<file path="config.mk">
export PLATFORM = sky130hd
export DESIGN_NAME = bet_entry_unit
export DESIGN_NICKNAME = d
export VERILOG_FILES = /design/src/rtl/bet_entry_unit.sv
export SDC_FILE = /design/constraint.sdc
export NUM_CORES = 1
export LEC_CHECK = 0
export CAP_MARGIN = 15
export CORE_MARGIN = 5
export CORE_UTILIZATION = 55
export DETAILED_ROUTE_END_ITERATION = 10
export GPL_TIMING_DRIVEN = 0
export PLACE_DENSITY = 0.76
export SLEW_MARGIN = 20
export SYNTH_ARGS = -nofsm -noshare
export SYNTH_HDL_FRONTEND = slang
export SYNTH_SLANG_ARGS = --single-unit
</file>
<file path="constraint.sdc">
create_clock -name clk -period 6.8 [get_ports clk]
set_input_delay 1.02 -clock clk [delete_from_list [all_inputs] [get_ports clk]]
set_output_delay 1.02 -clock clk [all_outputs]
set_load 0.01 [all_outputs]
</file>
<file path="src/rtl/bet_entry_unit.sv">
// Bet entry stage: button-driven editing of bet amount/count while the game
// FSM is in its bet-input state. Clamps the amount to the live balance and the
// display limit, then confirms/rejects and freezes the bet for the round.
module bet_entry_unit #(
    parameter logic [3:0]  S_BET_INPUT   = 4'd1,
    parameter logic [15:0] MIN_BET       = 16'd1,
    parameter logic [15:0] MAX_BET       = 16'd9999,
    parameter logic [23:0] HOLD_CYCLES   = 24'd25_000_000,
    parameter logic [23:0] REPEAT_CYCLES = 24'd5_000_000
) (
    input  logic        clk,
    input  logic        rst,
    input  logic [3:0]  state,
    input  logic [15:0] current_money,
    input  logic        btn_up,
    input  logic        btn_down,
    input  logic        btn_step,
    input  logic        btn_count,
    input  logic        btn_confirm,
    output logic [15:0] bet_amount,
    output logic [2:0]  bet_count,
    output logic [1:0]  step_sel,
    output logic        bet_valid,
    output logic        bet_locked,
    output logic        err_funds
);

    typedef enum logic [1:0] {IDLE, EDIT, LOCKED} fsm_t;

    // Button bit order: 0=up 1=down 2=step 3=count 4=confirm
    localparam int B_UP      = 0;
    localparam int B_DOWN    = 1;
    localparam int B_STEP    = 2;
    localparam int B_COUNT   = 3;
    localparam int B_CONFIRM = 4;

    fsm_t        fsm_reg, fsm_next;
    logic [3:0]  prev_state_reg;
    logic [4:0]  btn_prev_reg;
    logic [4:0]  btn_now;
    logic [4:0]  btn_rise;
    logic [1:0]  rpt_fire;

    logic [15:0] amount_reg, amount_next;
    logic [2:0]  count_reg, count_next;
    logic [1:0]  step_reg, step_next;
    logic        valid_reg, valid_next;
    logic        locked_reg, locked_next;
    logic        err_reg, err_next;

    logic [15:0] limit;
    logic [15:0] step_val;
    logic [16:0] up_sum;
    logic [15:0] up_result;
    logic [15:0] down_result;
    logic        entry;
    logic        ev_up, ev_down;

    assign btn_now  = {btn_confirm, btn_count, btn_step, btn_down, btn_up};
    assign btn_rise = btn_now & ~btn_prev_reg;

    // Auto-repeat counters for up/down: count high cycles while editing; after the
    // first repeat the counter is rewound so the next one lands REPEAT_CYCLES later.
    genvar gi;
    generate
        for (gi = 0; gi < 2; gi++) begin : g_rpt
            logic [23:0] cnt_reg;
            logic [23:0] cnt_inc;
            logic        counting;

            assign cnt_inc      = cnt_reg + 24'd1;
            assign counting     = (fsm_reg == EDIT) && btn_now[gi];
            assign rpt_fire[gi] = counting && (cnt_inc == HOLD_CYCLES);

            // Hold-time counter, cleared on release or outside editing
            always_ff @(posedge clk or negedge rst) begin
                if (!rst) begin
                    cnt_reg <= 24'd0;
                end else if (counting) begin
                    cnt_reg <= (cnt_inc == HOLD_CYCLES) ? (HOLD_CYCLES - REPEAT_CYCLES) : cnt_inc;
                end else begin
                    cnt_reg <= 24'd0;
                end
            end
        end
    endgenerate

    assign ev_up   = btn_rise[B_UP]   | rpt_fire[B_UP];
    assign ev_down = btn_rise[B_DOWN] | rpt_fire[B_DOWN];

    // Live clamp limit and the arithmetic for one up/down step
    always_comb begin
        limit = (current_money < MAX_BET) ? current_money : MAX_BET;
        case (step_reg)
            2'd1:    step_val = 16'd10;
            2'd2:    step_val = 16'd100;
            default: step_val = 16'd1;
        endcase
        up_sum    = {1'b0, amount_reg} + {1'b0, step_val};
        up_result = (up_sum > {1'b0, limit}) ? limit : up_sum[15:0];
        if (amount_reg < MIN_BET) begin
            down_result = amount_reg;
        end else if ({1'b0, amount_reg} >= ({1'b0, step_val} + {1'b0, MIN_BET})) begin
            down_result = amount_reg - step_val;
        end else begin
            down_result = MIN_BET;
        end
        entry = (state == S_BET_INPUT) && (prev_state_reg != S_BET_INPUT);
    end

    // Next-state and output logic for the entry FSM
    always_comb begin
        fsm_next    = fsm_reg;
        amount_next = amount_reg;
        count_next  = count_reg;
        step_next   = step_reg;
        valid_next  = 1'b0;
        err_next    = 1'b0;
        locked_next = locked_reg;
        case (fsm_reg)
            IDLE, LOCKED: begin
                if (entry) begin
                    fsm_next    = EDIT;
                    amount_next = (limit >= MIN_BET) ? MIN_BET : 16'd0;
                    count_next  = 3'd1;
                    step_next   = 2'd0;
                    locked_next = 1'b0;
                end
            end
            EDIT: begin
                if (btn_rise[B_CONFIRM]) begin
                    if ((amount_reg >= MIN_BET) && (amount_reg <= current_money)) begin
                        valid_next  = 1'b1;
                        locked_next = 1'b1;
                        fsm_next    = LOCKED;
                    end else begin
                        err_next = 1'b1;
                    end
                end else if (ev_up) begin
                    amount_next = up_result;
                end else if (ev_down) begin
                    amount_next = down_result;
                end else if (btn_rise[B_STEP]) begin
                    step_next = (step_reg == 2'd2) ? 2'd0 : step_reg + 2'd1;
                end else if (btn_rise[B_COUNT]) begin
                    count_next = (count_reg == 3'd4) ? 3'd1 : count_reg + 3'd1;
                end
                // Leaving bet input without an accepted confirm abandons the edit
                if ((fsm_next == EDIT) && (state != S_BET_INPUT)) begin
                    fsm_next    = IDLE;
                    locked_next = 1'b0;
                end
            end
            default: begin
                fsm_next = IDLE;
            end
        endcase
    end

    // State, edge-detect history and output registers
    always_ff @(posedge clk or negedge rst) begin
        if (!rst) begin
            fsm_reg        <= IDLE;
            prev_state_reg <= 4'd0;
            btn_prev_reg   <= 5'd0;
            amount_reg     <= 16'd0;
            count_reg      <= 3'd1;
            step_reg       <= 2'd0;
            valid_reg      <= 1'b0;
            locked_reg     <= 1'b0;
            err_reg        <= 1'b0;
        end else begin
            fsm_reg        <= fsm_next;
            prev_state_reg <= state;
            btn_prev_reg   <= btn_now;
            amount_reg     <= amount_next;
            count_reg      <= count_next;
            step_reg       <= step_next;
            valid_reg      <= valid_next;
            locked_reg     <= locked_next;
            err_reg        <= err_next;
        end
    end

    assign bet_amount = amount_reg;
    assign bet_count  = count_reg;
    assign step_sel   = step_reg;
    assign bet_valid  = valid_reg;
    assign bet_locked = locked_reg;
    assign err_funds  = err_reg;

endmodule
</file>
==> results of run 1 <==
## layout by cell type (no fill, tap or decap), types with 15 or more instances in the layout
master and count:
nand3_1 38, xor2_1 23, nor3_1 18, o21ai_0 18, clkbuf_1 17, ha_1 58
dfrtp_1 82, a21oi_1 30, clkdlybuf4s50_1 49, nand4_1 17, xnor2_1 31, nand2b_1 15
nand2_1 52, nor2_1 81, inv_1 65
## cell families after synthesis
logic type | after synthesis | share of synthesized area [%]
mux | 14 | 2.11
buf+inv | 98 | 6.59
compound gates | 162 | 17.8
other cells | 1 | 0.0550
simple gates | 314 | 25.0
xor+xnor | 54 | 6.94
fa+ha+maj | 59 | 10.9
flops | 83 | 30.5
## layout make-up
type | instances | area, sq um
tap | 168 | 210
sequential | 83 | 2080
fill | 1031 | 4140
buffer | 32 | 201
inverter | 66 | 248
clock inverter | 6 | 138
timing repair buffer | 51 | 526
clock buffer | 10 | 229
multi-input combinational | 605 | 4290
## power by group
| part | switching (mW) | internal [mW] | leakage [nW] |
|---|---|---|---|
| Combinational | 0.160 | 0.124 | 2.10 |
| Sequential | 0.0241 | 0.507 | 1.12 |
| Clock | 0.203 | 0.398 | 0.177 |
| Total | 0.387 | 1.03 | 3.40 |
## worst paths after layout
| kind | depth (start not counted) | from | slack (ns) | to |
|---|---|---|---|---|
| worst min register to register | 2 | bet_count[0] | 0.55 | bet_count[0] |
| worst min-delay path | 2 | bet_count[0] | 0.55 | bet_count[0] |
| min in group asynchronous | 1 | rst | 0.61 | g_rpt[1].cnt_reg[21] |
| max in group asynchronous | 2 | rst | 5.54 | bet_count[0] |
| worst max-delay path | 18 | current_money[5] | 1.26 | bet_amount[12] |
| worst max register to register | 21 | step_sel[0] | 1.39 | bet_amount[12] |
## through the flow
step                      power [mW]  instance area (sq um)  hold WS (ns)
after global routing            1.47                   7920         0.557
after CTS                       1.42                   7920         0.542
after floorplan                0.708                   6820         0.489
after global placement         0.805                   7530         0.494
after detailed placement       0.818                   7550         0.490
final                           1.42                   7920         0.546
## worst max-delay path, cell delays in order
cell,delay [ns]
clkdlybuf4s50_1,0.44
nor4_1,0.66
a2111oi_0,0.25
o31ai_1,0.28
nand2_1,0.14
clkbuf_1,0.29
nor2_1,0.20
inv_1,0.06
ha_1,0.29
a21o_1,0.16
a21o_1,0.18
a21oi_1,0.15
o2111ai_1,0.13
a32oi_2,0.66
buf_6,0.27
mux2i_1,0.21
o32ai_1,0.12
a32o_1,0.25
## routing by layer
| layer | GRT usage (%) | up-vias |
|---|---|---|
| met5 | 0 | - |
| met4 | 10.2 | 0 |
| met3 | 3.92 | 41 |
| met2 | 44.0 | 208 |
| met1 | 31.3 | 2954 |
| li1 | - | 2962 |
==> results.yml, run 1 <==
status:
  outcome: "finished clean"
yosys:
  synthTopCellsByArea: "dfrtp_1 (30%), ha_1 (11%), nor2_1 (4.5%)"
  synthFlopType: "dfrtp_1"
  yosysSeqAreaShare_pct: 30.5
  ys_ff_latch: 83
  async_reset_ff_share_pct: 100
  netlist_instances: 785
  yosys.cell_count.top_type: "dfrtp_1"
  synth_cell_types: 92
  synth-edff-count: 0
  yosys_warnings: 0
  post-synth-top-area-cell: "dfrtp_1"
  avgSynthCellArea_sq_um: 8.68
  syn_area_sq_um: 6820
  synth_commonest_cells: "dfrtp_1 (82), nor2_1 (81), inv_1 (65)"
  synth.top_cell.area_share_pct: 30.1
clock_tree:
  cts.path.max_buffers: 2
  clkLatencyLatePin_ns: 0.34
  cts_resized: 0
  clk_pin_slew_ns: 0.06
  cts_tree: "done"
  htreeDepth: 3
  numCtsBuffers: 9
  cts_root_buffer: "clkbuf_16"
  hold_buffers: 0
  clock_sinks: 83
  cts_setup_buffers: 0
drt:
  num_vias: 6165
  post-route-drc-count: 0
  ant_nets: 0
  vias_per_cell: 6.04
  highest_layer: "met4"
  drt-met1-wl_microns: 7930
  wirelength_microns: 18400
  wl_met3_microns: 753
  dr.pass1.iters: 5
  met2_length_microns: 9180
  initialDrtViolationCount: 426
  post_drt_wl_per_cell_microns: 18.0
floorplan:
  die_area_sq_um: 14700
  die_h_microns: 121
  core-area_sq_um: 12100
  row_count: 40
  die_w_microns: 121
  start_util_pct: 56.5
  ios: 51
sta:
  max_freq_mhz: 180
  worst_slack_ns: 1.26
  post-route-period-util_pct: 81.5
  hold_violations: 0
  fin_crit_ns: 5.54
  worstMarginPinSlew_ns: 0.878
  fin_tns_setup_ns: 0
  relSlewSlack_pct: 40.9
  rsz0062_at_grt: "false"
  maxSlewViolCount: 0
  fin_skew_ns: 0.00718
  setup_violations: 0
placement:
  port_buffers: 50
  pre_cts_ws_ns: 1.01
  gp_congestion: 0.920
  place_inst: 1005
  hpwl_microns: 13900
critical_path:
  critPathArrivalTime_ns: 5.77
  end_kind: "register"
  start_kind: "input port"
  crit_type: "input port to register"
  crit_fanout: 10
  cp.required_ns: 7.03
cells_and_area:
  antenna_cells: 0
  largest_reg_flops: 48
  drive_gt1_share_pct: 7.74
  syn2layout_area_growth_pct: 16.2
  fin_cells: 1021
  nets: 934
  utilization_pct: 65.7
flow_run:
  cap_violations: 0
power_and_ir_drop:
  p_leak_nw: 3.40
  powerDensity_nw_per_um2: 179
  vdd_ir_drop_max_mv: 0.135
global_routing:
  grt_start_max_net_pins: 57
  grt_pass1_wl_microns: 30200
  grt-ovfl-total: 0
  grt_usage_pct: 25.3
  grt_pass1_vias: 6285
  antenna_found_initial: 0
hold_path:
  hp-class: "register to register"
Note: power is estimated with default switching activity, not from simulation.
==> run 2, diff against run 1 <==
--- a/config.mk
+++ b/config.mk
@@ -7,10 +7,10 @@
 export LEC_CHECK = 0
 export CAP_MARGIN = 15
 export CORE_MARGIN = 5
-export CORE_UTILIZATION = 55
+export CORE_UTILIZATION = 54
 export DETAILED_ROUTE_END_ITERATION = 10
 export GPL_TIMING_DRIVEN = 0
-export PLACE_DENSITY = 0.76
+export PLACE_DENSITY = 0.77
 export SLEW_MARGIN = 20
 export SYNTH_ARGS = -nofsm -noshare
 export SYNTH_HDL_FRONTEND = slang
==> constraint.sdc (replaced) <==
create_clock -name clk -period 4.75 [get_ports clk]
set_input_delay 0.7125 -clock clk [delete_from_list [all_inputs] [get_ports clk]]
set_output_delay 0.7125 -clock clk [all_outputs]
set_load 0.01 [all_outputs]
==> results.yml, run 2 (synthesized netlist as in run 1, its figures left out) <==
status:
  outcome: "finished clean"
global_routing:
  grt_start_max_net_pins: 57
  grt_usage_pct: 24.5
  grt_pass1_wl_microns: 29700
  grt_pass1_vias: 6128
  grt-ovfl-total: 0
  antenna_found_initial: 0
drt:
  vias_per_cell: 6.03
  ant_nets: 0
  dr.pass1.iters: 5
  post_drt_wl_per_cell_microns: 17.6
  initialDrtViolationCount: 546
  num_vias: 6195
  wirelength_microns: 18100
  post-route-drc-count: 0
clock_tree:
  htreeDepth: 3
  numCtsBuffers: 9
  clock_sinks: 83
  clkLatencyLatePin_ns: 0.34
  cts_tree: "done"
  clk_pin_slew_ns: 0.07
  cts.path.max_buffers: 2
  cts_root_buffer: "clkbuf_16"
critical_path:
  start_kind: "input port"
  cpMostUsedCell: "a21o_1"
  critPathArrivalTime_ns: 4.84
  regToRegSetupSlack_ns: 0.25
  slowest_stage: "clkdlybuf4s50_1"
  path_cells: "clkdlybuf4s50_1 > nor4_2 > a2111oi_0 > o31ai_1 > nand2_1 > nor2_1 > inv_1 > ha_1 > a21o_1 > a21o_1 > a21oi_1 > o2111ai_1 > a32oi_4 > buf_4 > mux2_2 > o22ai_1 > a32o_1"
  end_kind: "register"
  crit_fanout: 12
  max_stage_delay_ns: 0.48
  cp.required_ns: 5.03
  crit_type: "input port to register"
  reg2reg_depth: 21
cells_and_area:
  final_cell_mix: "nor2_1 (80), dfrtp_1 (80), inv_1 (64), ha_1 (55), nand2_1 (52)"
  drive_gt1_share_pct: 10.2
  fill_cells: 1120
  antenna_cells: 0
  syn2layout_area_growth_pct: 17.5
  largest_reg_flops: 48
  nets: 936
sta:
  relSlewSlack_pct: 42.2
  whs_ns: 0.295
  setup_violations: 0
  maxSlewViolCount: 0
  worstMarginPinSlew_ns: 0.860
  max_freq_mhz: 219
  hold_violations: 0
  post-route-period-util_pct: 96.0
  fin_skew_ns: 0.00853
  fin_crit_ns: 4.56
floorplan:
  ios: 51
  start_util_pct: 54.4
  die_h_microns: 122
  core-area_sq_um: 12500
  row_count: 41
  die_w_microns: 122
  die_area_sq_um: 15000
placement:
  gp_congestion: 0.907
  port_buffers: 50
  hpwl_microns: 13800
hold_path:
  hp-class: "input port to async pin"
power_and_ir_drop:
  vdd_ir_drop_max_mv: 0.200
  p_leak_nw: 3.40
  powerDensity_nw_per_um2: 248
  p_total_mw: 1.99
flow_run:
  cap_violations: 0
-- run 2: cell types whose count changed in the layout (fill, tap and decap cells not counted), sizes merged --
cell      change
clkbuf        -4
inv           +1
clkinvlp      +1
bufinv        -1
buf           +5
-- run 2: critical path, delay by kind of cell --
| family | cells | cell delay [ns] |
|---|---|---|
| AOI/OAI and AO/OA | 9 | 1.71 |
| adders and majority gates | 1 | 0.30 |
| and+or+nand+nor | 3 | 1.02 |
| muxes | 1 | 0.33 |
| buffers and inverters | 3 | 0.74 |
-- run 2: worst paths after layout --
path | endpoint | from
max in group asynchronous | bet_count[0] | rst
worst max register to register | bet_amount[10] | step_sel[0]
min in group clk | bet_count[2] | bet_count[2]
worst max-delay path | bet_amount[10] | current_money[4]
worst min-delay path | g_rpt[1].cnt_reg[23] | rst
worst min register to register | bet_count[2] | bet_count[2]
-- run 2: final cells by class --
type	instances	area, sq um	area share, %
flip-flops and latches	83	2080	26.0
clock inverters	7	124	1.55
well taps	172	215	2.69
multi-input cells	605	4360	54.5
repair buffers	56	563	7.03
inverters	66	248	3.09
clock buffers	9	225	2.81
plain buffers	29	190	2.37
-- run 2: what timing repair did --
item | CTS | global route
hold buffers | 0 | 0
gates resized for setup | 4 | 14
pin swaps | 2 | 2
hold endpoints to repair | 0 | 0
setup buffers | 4 | 1
endpoints found under the setup margin | 16 | 16
-- run 2: metal layers --
metal / track usage, % / share of wire, % / vias up
met4: 8.33 / 2.8 / 0
met2: 43.4 / 50 / 195
met1: 31.2 / 43 / 2986
met3: 2.67 / 4.3 / 46
met5: 0 / 0 / -
li1: - / - / 2968
-- run 2: report_power, final --
part / internal, mW / total, mW / switching, mW
combinational: 0.181 / 0.409 / 0.227
clock: 0.518 / 0.820 / 0.302
sequential: 0.726 / 0.761 / 0.0352
-- run 2: stage by stage --
stage | util (%) | setup WS (ns) | area, sq um | cells | TNS, ns
floorplan | - | 0.375 | 6820 | 786 | 0
global placement | 60.2 | -0.478 | 7530 | 1008 | -6.71
detailed placement | 60.4 | -0.510 | 7560 | 1009 | -6.30
CTS | 63.6 | 0.0119 | 7960 | 1029 | 0
global route | 64.0 | -0.0432 | 8010 | 1027 | -0.146
finish | 64.0 | 0.191 | 8010 | 1027 | 0
